`config.mk`:
```
export PLATFORM = sky130hd
export DESIGN_NAME = sqrt_operand_ctrl
export DESIGN_NICKNAME = d
export VERILOG_FILES = /design/src/rtl/sqrt_operand_ctrl.sv
export SDC_FILE = /design/constraint.sdc
export NUM_CORES = 1
export LEC_CHECK = 0
export CORE_MARGIN = 8
export CORE_UTILIZATION = 52
export CTS_BUF_LIST = sky130_fd_sc_hd__clkbuf_8
export CTS_CLUSTER_DIAMETER = 100
export DETAILED_ROUTE_END_ITERATION = 12
export PLACE_DENSITY = 0.86
export SYNTH_ARGS = -nofsm -noshare
export SYNTH_HDL_FRONTEND = slang
export SYNTH_SLANG_ARGS = --single-unit
```
`constraint.sdc`:
```
create_clock -name clk -period 3 [get_ports clk]
set_clock_uncertainty 0.2 [all_clocks]
set_input_delay 0.3 -clock clk [delete_from_list [all_inputs] [get_ports clk]]
set_output_delay 0.3 -clock clk [all_outputs]
set_load 0.005 [all_outputs]
```
`src/rtl/sqrt_operand_ctrl.sv`:
```
// Operand unpack/classify front end and result pack back end for the
// iterative significand square-root core, driven by a four-state controller.
module sqrt_operand_ctrl #(
    parameter int E_DW        = 8,
    parameter int F_DW        = 7,
    parameter int BIAS        = 127,
    parameter int TIMEOUT_CYC = 64
) (
    input  logic                   clk,
    input  logic                   rst,
    input  logic                   start_i,
    input  logic [E_DW+F_DW:0]     op_i,
    output logic                   busy_o,
    output logic                   doSqrt_o,
    output logic                   special_case_o,
    output logic [F_DW:0]          s_o,
    output logic                   is_exp_odd_o,
    input  logic                   core_valid_i,
    input  logic [F_DW:0]          core_res_i,
    output logic                   valid_o,
    output logic [E_DW+F_DW:0]     res_o,
    output logic                   invalid_o,
    output logic                   timeout_o
);

    localparam int W  = 1 + E_DW + F_DW;
    localparam int CW = (TIMEOUT_CYC > 1) ? $clog2(TIMEOUT_CYC) : 1;

    localparam logic [W-1:0]  QNAN   = {1'b0, {E_DW{1'b1}}, 1'b1, {(F_DW-1){1'b0}}};
    localparam logic [W-1:0]  PINF   = {1'b0, {E_DW{1'b1}}, {F_DW{1'b0}}};
    localparam logic [E_DW:0] BIAS_V = (E_DW+1)'(BIAS);
    localparam logic [CW-1:0] CNT_LAST = CW'(TIMEOUT_CYC - 1);

    typedef enum logic [1:0] {
        S_IDLE   = 2'd0,
        S_LAUNCH = 2'd1,
        S_WAIT   = 2'd2,
        S_DONE   = 2'd3
    } state_t;

    typedef struct packed {
        logic         special;
        logic         invalid;
        logic [W-1:0] res;
    } cls_t;

    // Denormals are flushed to zero, so exp==0 is checked first and keeps the sign.
    function automatic cls_t classify(input logic [W-1:0] op);
        cls_t c;
        logic            sgn;
        logic [E_DW-1:0] ex;
        logic [F_DW-1:0] fr;
        sgn = op[W-1];
        ex  = op[E_DW+F_DW-1:F_DW];
        fr  = op[F_DW-1:0];
        c.special = 1'b1;
        c.invalid = 1'b0;
        c.res     = {W{1'b0}};
        if (ex == {E_DW{1'b0}}) begin
            c.res = {sgn, {(W-1){1'b0}}};
        end else if ((ex == {E_DW{1'b1}}) && (fr != {F_DW{1'b0}})) begin
            c.res     = QNAN;
            c.invalid = 1'b1;
        end else if ((ex == {E_DW{1'b1}}) && !sgn) begin
            c.res = PINF;
        end else if (sgn) begin
            c.res     = QNAN;
            c.invalid = 1'b1;
        end else begin
            c.special = 1'b0;
        end
        return c;
    endfunction

    state_t          state_q, state_d;
    logic [CW-1:0]   cnt_q, cnt_d;
    logic            busy_q, busy_d;
    logic            do_sqrt_q, do_sqrt_d;
    logic            special_q, special_d;
    logic [F_DW:0]   s_q, s_d;
    logic            odd_q, odd_d;
    logic            is_special_q, is_special_d;
    logic            spec_inv_q, spec_inv_d;
    logic [W-1:0]    spec_res_q, spec_res_d;
    logic [E_DW-1:0] res_exp_q, res_exp_d;
    logic            valid_q, valid_d;
    logic [W-1:0]    res_q, res_d;
    logic            invalid_q, invalid_d;
    logic            timeout_q, timeout_d;

    cls_t            cls_s;
    logic [E_DW-1:0] op_exp_s;
    logic            op_odd_s;
    logic [E_DW:0]   exp_sum_s;
    logic            unused_hidden_s;

    assign unused_hidden_s = core_res_i[F_DW];

    // Next-state and next-output computation for the whole controller.
    always_comb begin
        cls_s     = classify(op_i);
        op_exp_s  = op_i[E_DW+F_DW-1:F_DW];
        op_odd_s  = op_exp_s[0] ^ BIAS_V[0];
        // One guard bit keeps exp+BIAS from wrapping before the halving.
        exp_sum_s = {1'b0, op_exp_s} + BIAS_V - {{E_DW{1'b0}}, op_odd_s};

        state_d      = state_q;
        cnt_d        = cnt_q;
        busy_d       = busy_q;
        do_sqrt_d    = 1'b0;
        special_d    = 1'b0;
        s_d          = s_q;
        odd_d        = odd_q;
        is_special_d = is_special_q;
        spec_inv_d   = spec_inv_q;
        spec_res_d   = spec_res_q;
        res_exp_d    = res_exp_q;
        valid_d      = 1'b0;
        res_d        = res_q;
        invalid_d    = invalid_q;
        timeout_d    = timeout_q;

        case (state_q)
            S_IDLE: begin
                if (start_i) begin
                    state_d      = S_LAUNCH;
                    busy_d       = 1'b1;
                    do_sqrt_d    = ~cls_s.special;
                    special_d    = cls_s.special;
                    s_d          = {1'b1, op_i[F_DW-1:0]};
                    odd_d        = op_odd_s;
                    is_special_d = cls_s.special;
                    spec_inv_d   = cls_s.invalid;
                    spec_res_d   = cls_s.res;
                    res_exp_d    = exp_sum_s[E_DW:1];
                end else begin
                    state_d = S_IDLE;
                end
            end
            S_LAUNCH: begin
                state_d = S_WAIT;
                cnt_d   = {CW{1'b0}};
            end
            S_WAIT: begin
                if (core_valid_i) begin
                    state_d   = S_DONE;
                    valid_d   = 1'b1;
                    res_d     = is_special_q ? spec_res_q
                                             : {1'b0, res_exp_q, core_res_i[F_DW-1:0]};
                    invalid_d = spec_inv_q;
                    timeout_d = 1'b0;
                end else if (cnt_q == CNT_LAST) begin
                    state_d   = S_DONE;
                    valid_d   = 1'b1;
                    res_d     = QNAN;
                    invalid_d = 1'b0;
                    timeout_d = 1'b1;
                end else begin
                    cnt_d = cnt_q + CW'(1);
                end
            end
            S_DONE: begin
                state_d = S_IDLE;
                busy_d  = 1'b0;
            end
            default: begin
                state_d = S_IDLE;
                busy_d  = 1'b0;
            end
        endcase
    end

    // State and registered-output update with synchronous reset.
    always_ff @(posedge clk) begin
        if (rst) begin
            state_q      <= S_IDLE;
            cnt_q        <= {CW{1'b0}};
            busy_q       <= 1'b0;
            do_sqrt_q    <= 1'b0;
            special_q    <= 1'b0;
            s_q          <= {(F_DW+1){1'b0}};
            odd_q        <= 1'b0;
            is_special_q <= 1'b0;
            spec_inv_q   <= 1'b0;
            spec_res_q   <= {W{1'b0}};
            res_exp_q    <= {E_DW{1'b0}};
            valid_q      <= 1'b0;
            res_q        <= {W{1'b0}};
            invalid_q    <= 1'b0;
            timeout_q    <= 1'b0;
        end else begin
            state_q      <= state_d;
            cnt_q        <= cnt_d;
            busy_q       <= busy_d;
            do_sqrt_q    <= do_sqrt_d;
            special_q    <= special_d;
            s_q          <= s_d;
            odd_q        <= odd_d;
            is_special_q <= is_special_d;
            spec_inv_q   <= spec_inv_d;
            spec_res_q   <= spec_res_d;
            res_exp_q    <= res_exp_d;
            valid_q      <= valid_d;
            res_q        <= res_d;
            invalid_q    <= invalid_d;
            timeout_q    <= timeout_d;
        end
    end

    assign busy_o         = busy_q;
    assign doSqrt_o       = do_sqrt_q;
    assign special_case_o = special_q;
    assign s_o            = s_q;
    assign is_exp_odd_o   = odd_q;
    assign valid_o        = valid_q;
    assign res_o          = res_q;
    assign invalid_o      = invalid_q;
    assign timeout_o      = timeout_q;

endmodule

```
==> results by group <==
Run status
  – Outcome: complete, no violations

STA
  – Max_slew headroom: 0.515
  – Final hold slack: 259 ps
  – Setup TNS: 0 ps
  – # setup viols final: 0
  – Unrepaired setup endpoints after global routing: false
  – Worst slew pin tran: 722 ps
  – Final Hold Fails: 0
  – Final period util: 0.789
  – Max Slew Vio Count: 0
  – Peak Freq: 0.423 GHz
  – Minimum clock period: 2370 ps

GRT
  – First-pass GRT wire length: 10300 um
  – Grt ovf: 0
  – Antenna violations before repair: 0
  – Number of global-route vias before repair: 2184
  – Largest net degree at the start of global routing: 26
  – All-layer global routing usage: 0.169

Drt
  – Vias: 2251
  – Wire per inst: 15.7 um
  – Iter 0 DRT Violations: 155
  – DRT Wirelength: 6150 um
  – DRC errors left: 0
  – DR vias/cell: 5.76
  – Antenna viol nets, final: 0
  – Pre-antenna DRT Iters: 4

Synth
  – Most frequent cell after synthesis: dfxtp_1
  – Post-synth EDFFs: 0
  – Area share of the largest cell type after synthesis: 0.405
  – Leading area contributor after synthesis: dfxtp_1
  – Post-Synthesis Cells: 283
  – Synth Cell Area: 2520 um2
  – Avg Cell Area, Syn: 8.91 um2
  – Sequential area share after synthesis: 0.405
  – Synth area leaders: dfxtp_1, ha_1, a21oi_1, nand2_1, a211oi_1
  – Syn Nets: 332
  – Yosys reg bits: 51
  – Primary FF master, synth: dfxtp_1
  – Post-synth ARST share: 0
  – Post-synth top cells: dfxtp_1, nand2_1, a21oi_1, ha_1, inv_1
  – Yosys warns: 0
  – Netlist cell types: 51

Power
  – Int Power: 1.17 mW
  – Max VDD drop: 0.284 mV
  – Clock power frac: 0.222
  – Net Sw Frac: 0.320
  – Flop pwr share: 0.472
  – PD cells: 538 nW/um2
  – Switching power: 0.551 mW
  – Leak: 1.22 nW
  – Gate power share: 0.306

Setup path
  – Crit path capture type: register
  – R2R Setup Slk: 870 ps
  – Crit-path cells: clkdlybuf4s50_1 > inv_1 > ha_1 > fa_1 > nor2b_1 > o2111ai_1 > nand2_1 > o311ai_0
  – Worst EP required: 2990 ps
  – Reg2reg path depth: 6
  – Critical path type: primary input to register
  – CP Data Arrival Time: 2360 ps
  – Crit start category: primary input
  – Crit-path max cell delay: 560 ps
  – FF-to-FF Start: state_q[0]
  – Crit-path max FO: 4
  – Worst path bufs/invs: 2
  – R2r endpoint: res_o[0]
  – Crit path max-delay family: buffers and inverters
  – Crit-path slowest cell: clkdlybuf4s50_1

Worst hold path
  – Worst Hold Class: register to register
  – Worst hold endpoint: s_o[6]
  – Min-Delay Path Depth: 2
  – Worst Min Path Start: s_o[6]

Clock tree
  – Clock transition at path regs: 90 ps
  – TritonCTS clock tree: done
  – Clock buffer depth: 2
  – CTS root buffer: clkbuf_8
  – Total setup buffers inserted after CTS: 0
  – Num CTS Buffers: 5
  – Clock latency on the worst-skew pair: 300 ps
  – Clock sink total: 51
  – H-tree level count: 2
  – Hold_buf cts: 0
  – CTS resizes: 0

Cells and area
  – Area taken by multi-input logic gates: 1370 um2
  – Area grow syn2layout: 27.1%
  – Layout fillers: 382
  – Final instance area: 3210 um2
  – Antenna Cells: 0
  – Layout cells sized above 1: 0.0682
  – Fin nets: 385
  – Sequential cell area: 1020 um2

Placement
  – Dpl hpwl: 4700 um
  – DP Area: 3120 um2
  – Routability cong.: 0.837
  – IO Port Bufs: 57

Floorplanning
  – Starting Density: 0.537
  – Die width: 85.6 um
  – Num ports: 59
  – Full die area: 7330 um2
  – Core Box Area: 4690 um2
  – Rows: 25
  – Vert. Die Dim: 85.6 um

Flow run
  – Max-cap violations: 0
power by group through the flow:
stage                     Clock [mW]  Sequential, mW  Combinational (mW)
after floorplan                    0           0.818               0.318
after CTS                      0.391           0.813               0.529
after detailed placement           0           0.828               0.525
after global routing           0.414           0.825               0.587
final                          0.383           0.814               0.527
after global placement             0           0.824               0.507
logic make-up after synthesis:
kind of cell | count (synthesis) | share of synthesized area
buffers and inverters | 31 | 0.0526
flip-flops | 51 | 0.405
AO/OA/AOI/OAI | 78 | 0.220
adder cells (fa/ha/maj) | 21 | 0.107
AND/OR/NAND/NOR | 99 | 0.203
multiplexers | 3 | 0.0119
layout by cell type (no fill, tap or decap), types with 2 or more instances in the layout:
master           instances
clkdlybuf4s50_1         57
dfxtp_1                 51
nand2_1                 36
a21oi_1                 30
ha_1                    20
inv_1                   16
nor2_1                  13
a211oi_1                11
nand2b_1                 9
nand3_1                  8
nor3_1                   7
a22o_1                   6
clkbuf_8                 5
buf_4                    5
nand3b_1                 4
o21ai_0                  4
a31oi_1                  4
nor2b_1                  4
o311ai_0                 3
mux2i_1                  3
and2_1                   2
o211ai_1                 2
a31o_1                   2
and3_1                   2
a211oi_2                 2
or4_1                    2
o221ai_1                 2
nor4b_1                  2
nor4_1                   2
through the flow:
stage | utilization | power [mW] | instances | setup slack, ps
2_1_floorplan | - | 1.14 | 283 | 1080
3_3_place_gp | 0.665 | 1.33 | 383 | 409
3_5_place_dp | 0.665 | 1.35 | 383 | 312
4_1_cts | 0.683 | 1.73 | 391 | 629
5_1_grt | 0.683 | 1.83 | 391 | 489
6_report | 0.683 | 1.72 | 391 | 633
sequential cells by signal, indices dropped and copies added, names as in the netlist, 2 cells and up:
signal and count:
res_exp_q 8, spec_res_q 3, s_o 8, cnt_q 6, res_o 16, state_q 2
worst min-delay path, delay by kind of cell, from the launching register on:
family          cells  cell delay (ps)
flops               1              320
simple gates        1               50
compound gates      1               50
final cells by class:
type,count,area share
Clock inverter,3,0.00507
Tap cell,54,0.0211
Inverter,15,0.0176
Sequential cell,51,0.319
Multi-Input combinational cell,201,0.427
Timing Repair Buffer,62,0.190
Clock buffer,5,0.0215
metal layers:
metal	global-route usage	routed length, um
met5	0	0
met4	0.0717	164
met3	0.0296	306
met2	0.281	2870
met1	0.209	2810
worst max path at each step:
stage	from	end	slack, ps	cells after the start
finish	op_i[8]	res_exp_q[6]	630	8
global placement	op_i[8]	res_exp_q[6]	410	8
detailed placement	op_i[8]	res_exp_q[6]	310	8
CTS	op_i[8]	res_exp_q[6]	630	8
global route	op_i[8]	res_exp_q[6]	490	8
floorplan	op_i[8]	res_exp_q[4]	1080	7
No activity file was read; power rests on OpenSTA's default activity.
==> edit 1 (same settings) <==
The parameter `TIMEOUT_CYC` goes from 64 to 32.
--- a/src/rtl/sqrt_operand_ctrl.sv
+++ b/src/rtl/sqrt_operand_ctrl.sv
@@ -5,5 +5,5 @@
     parameter int F_DW        = 7,
     parameter int BIAS        = 127,
-    parameter int TIMEOUT_CYC = 64
+    parameter int TIMEOUT_CYC = 32
 ) (
     input  logic                   clk,
Check against the original RTL: same outputs for any inputs over 10 cycles, from zero or initial values and one cycle with rst high; that may be too few to reach the edited logic, so the function may still have changed.
==> edit 1 against the unedited design <==
Non-clock buffer count is 3 lower. Largest cell class unchanged. Critical endpoint unchanged. Sequential power down 2%. Sequential cell count is 1 lower. Hold slack worse by 0.0035 ns. Synthesized area down 6.6%. Cell count down 5.1%. Design area is 4.0% lower. Worst setup slack worse by 0.049 ns. First-iteration DRC count is 9.7% higher. Routed wire length down 13%. Highest routed layer unchanged. Total power up 8.3%.
==> edit 1: results (changes against the unedited design) <==
status=complete, no violations (unchanged); placed cell count=363 (was 383); top cells by area, synth=dfxtp_1, ha_1, nor2_1 (was dfxtp_1, ha_1, a21oi_1); final-stage net count=368 (was 385); Yosys cell types=44 (was 51); pin count of the biggest net entering global routing=47 (was 26); final worst slack=0.584 ns (was 0.633 ns); Leakage Power=1.24 nW (was 1.22 nW); Synthesized Nets=315 (was 332); sequential fraction of the synthesis area=42.5% (was 40.5%); overall global routing resource usage=15.1% (was 16.9%); XOR/XNOR Fraction of Synth Area=1.86% (was 0%); Hold Path End=res_o[15] (was s_o[6]); crit-path max FO=3 (was 4); DP Worst Slack=0.316 ns (was 0.312 ns); Max rail drop VDD=361 uV (was 284 uV); Largest stage delay, worst path=0.45 ns (was 0.56 ns); first-pass GRT wire length=8.97 mm (was 10.3 mm); hpwl dp=4.00 mm (was 4.70 mm); Routed WL per cell=14.5 um (was 15.7 um); hold_ws=0.255 ns (was 0.259 ns); placer congestion estimate=0.817 (was 0.837); hold path startpoint=res_o[15] (was s_o[6]); Largest delay share family, worst path=compound AO/OA/AOI/OAI gates (was buffers and inverters); worst slew pin tran=0.659 ns (was 0.722 ns); Iter 0 DRT Violations=170 (was 155); mux contribution to synthesized area=0.903% (was 1.19%)
## edit 1: cell types whose count changed after synthesis, sizes merged, moves of 5 or more
| cell | unedited run | this run |
|---|---|---|
| a211oi | 13 | 8 |
| a21oi | 30 | 21 |
| a22o | 6 | 0 |
| a22oi | 1 | 6 |
| buf | 9 | 3 |
| nand2 | 36 | 28 |
| nand2b | 9 | 3 |
| nor2 | 13 | 31 |
| nor2b | 4 | 12 |
| o22ai | 1 | 9 |
## edit 1: power by group through the flow
stage               registers [mW]  logic [mW]  clock network (mW)
finish                       0.799       0.492               0.576
global route                 0.811       0.549               0.614
CTS                          0.799       0.495               0.583
detailed placement           0.814       0.491                   0
global placement             0.810       0.479                   0
floorplan                    0.803       0.315                   0
## edit 1: final cells by class
| cell class | instances | area (um^2) |
|---|---|---|
| tap | 52 | 65.1 |
| clock buffer | 6 | 82.6 |
| multi-input combinational | 188 | 1230 |
| timing repair buffer | 59 | 586 |
| sequential | 50 | 1000 |
| fill | 346 | 1280 |
| clock inverter | 2 | 60.1 |
| inverter | 14 | 52.6 |
## edit 1: cells by family (layout without fill, tap and decap cells)
family,count (synthesis),after routing
DFF,50,50
muxes,2,2
and+or+nand+nor,95,95
adders and majority gates,22,22
xor gates and xnor gates,5,5
AOI/OAI and AO/OA,64,64
buffers and inverters,27,81
## edit 1: per-layer routing
| layer | vias up | global-route usage, % | share of wire (%) |
|---|---|---|---|
| met4 | 0 | 5.59 | 1.3 |
| met2 | 73 | 22.3 | 44 |
| met3 | 4 | 5.47 | 7.5 |
| li1 | 1029 | - | - |
| met1 | 924 | 19.6 | 47 |
| met5 | - | 0 | 0 |
==> edit 2 (config.mk and constraints unchanged) <==
Without the edit above. Reset style: asynchronous (`rst`), changed in one clocked block. Comments in the files are not updated.
--- a/src/rtl/sqrt_operand_ctrl.sv
+++ b/src/rtl/sqrt_operand_ctrl.sv
@@ -172,5 +172,5 @@
 
     // State and registered-output update with synchronous reset.
-    always_ff @(posedge clk) begin
+    always_ff @(posedge clk or posedge rst) begin
         if (rst) begin
             state_q      <= S_IDLE;
Function: differs if rst is asserted again (counterexample within 4 cycles, from zero or initial values and one cycle with rst high); with rst held inactive, the same outputs for 10 cycles.
==> edit 2 against the unedited design <==
Synthesized area is 5.6% higher. Critical path depth stayed put. Routed wire length is 6.7% lower. Sequential share of layout area is 5.6 points higher. Global-route usage is 1.1 points lower. Cell count is 2.3% higher. Worst setup slack worse by 0.0084 ns. Sequential cell count stayed put. Synthesized cell count is 3.5% lower. Non-clock buffer count stayed put. Design area is 6.4% higher. Critical path type unchanged.
Power is not compared: it rests on default switching activity, and its combinational part moved more than twofold at a synthesized area within 25%.
==> edit 2: results (changes against the unedited design) <==
status=complete, no violations (unchanged); Largest stage delay, worst path=0.58 ns (was 0.56 ns); Seq. cell area=1280 um^2 (was 1020 um^2); overall global routing resource usage=15.8% (was 16.9%); placed cell count=392 (was 383); Final min period=2.38 ns (was 2.37 ns); sequential fraction of the synthesis area=48.0% (was 40.5%); CP Data Arrival Time=2.40 ns (was 2.36 ns); Slew Limit Headroom=49.8% (was 51.5%); XOR/XNOR Fraction of Synth Area=1.65% (was 0%); Post-synth ARST share=100% (was 0%); Area after DPL=3300 um^2 (was 3120 um^2); pin count of the biggest net entering global routing=52 (was 26); number of fillers in the final layout=424 (was 382); area fraction in compound gates after synthesis=16.0% (was 22.0%); Tot Pwr=2.75 mW; Hold Crit Class=in -> async (was reg -> reg); Commonest cells post-synth=dfrtp_1, nand2_1, inv_1 (was dfxtp_1, nand2_1, a21oi_1); mux contribution to synthesized area=2.77% (was 1.19%); ys flop type=dfrtp_1 (was dfxtp_1); FF-to-FF Start=state_q[0] (unchanged); routed vias=2101 (was 2251); capture point of the worst reg-to-reg path=timeout_o (was res_o[0]); Routed Wire Length=5.74 mm (was 6.15 mm); DP Worst Slack=0.332 ns (was 0.312 ns); share of layout cells above drive strength 1=6.97% (was 6.82%); hpwl dp=4.30 mm (was 4.70 mm); Vias/cell=5.25 (was 5.76)
edit 2: cell types whose count changed in the layout (fill, tap and decap cells not counted), sizes merged, moves of 11 or more:
cell / change
inv: +12
dfrtp: +51
a21oi: -19
o21ai: +15
a211oi: -11
dfxtp: -51
edit 2: cell families after synthesis:
kind of cell             after synthesis
flip-flops                            51
XOR/XNOR                               5
multiplexers                           7
adder cells (fa/ha/maj)               20
AND/OR/NAND/NOR                       83
AO/OA/AOI/OAI                         66
buffers and inverters                 41
edit 2: how the worst min path moves through the flow:
stage / from / end / slack [ns] / cells past startpoint
floorplan: op_i[0] / s_o[0] / 0.21 / 2
global placement: s_o[7] / s_o[7] / 0.25 / 1
detailed placement: s_o[7] / s_o[7] / 0.26 / 1
CTS: s_o[7] / s_o[7] / 0.28 / 1
global route: s_o[7] / s_o[7] / 0.31 / 1
finish: rst / s_o[3] / 0.27 / 3
edit 2: metal layers:
layer | up-vias | share of wire [%] | global-route usage [%]
met5 | - | 0 | 0
met4 | 0 | 1.3 | 4.53
met3 | 5 | 5.0 | 4.22
met2 | 47 | 47 | 25.5
met1 | 992 | 47 | 20.4
li1 | 1057 | - | -
edit 2: final cells by class:
| type | count | area share, % |
|---|---|---|
| clock buffer | 5 | 2.02 |
| clock inverter | 3 | 1.28 |
| inverter | 28 | 3.08 |
| multi-input combinational | 181 | 35.8 |
| sequential | 51 | 37.4 |
| tap | 70 | 2.57 |
| timing repair buffer | 62 | 17.8 |
edit 2: worst max-delay path: cells and delay by family:
kind            cells  cell delay [ns]
simple gates        2             0.47
compound gates      2             0.34
fa+ha+maj           2             0.62
buf+inv             2             0.67
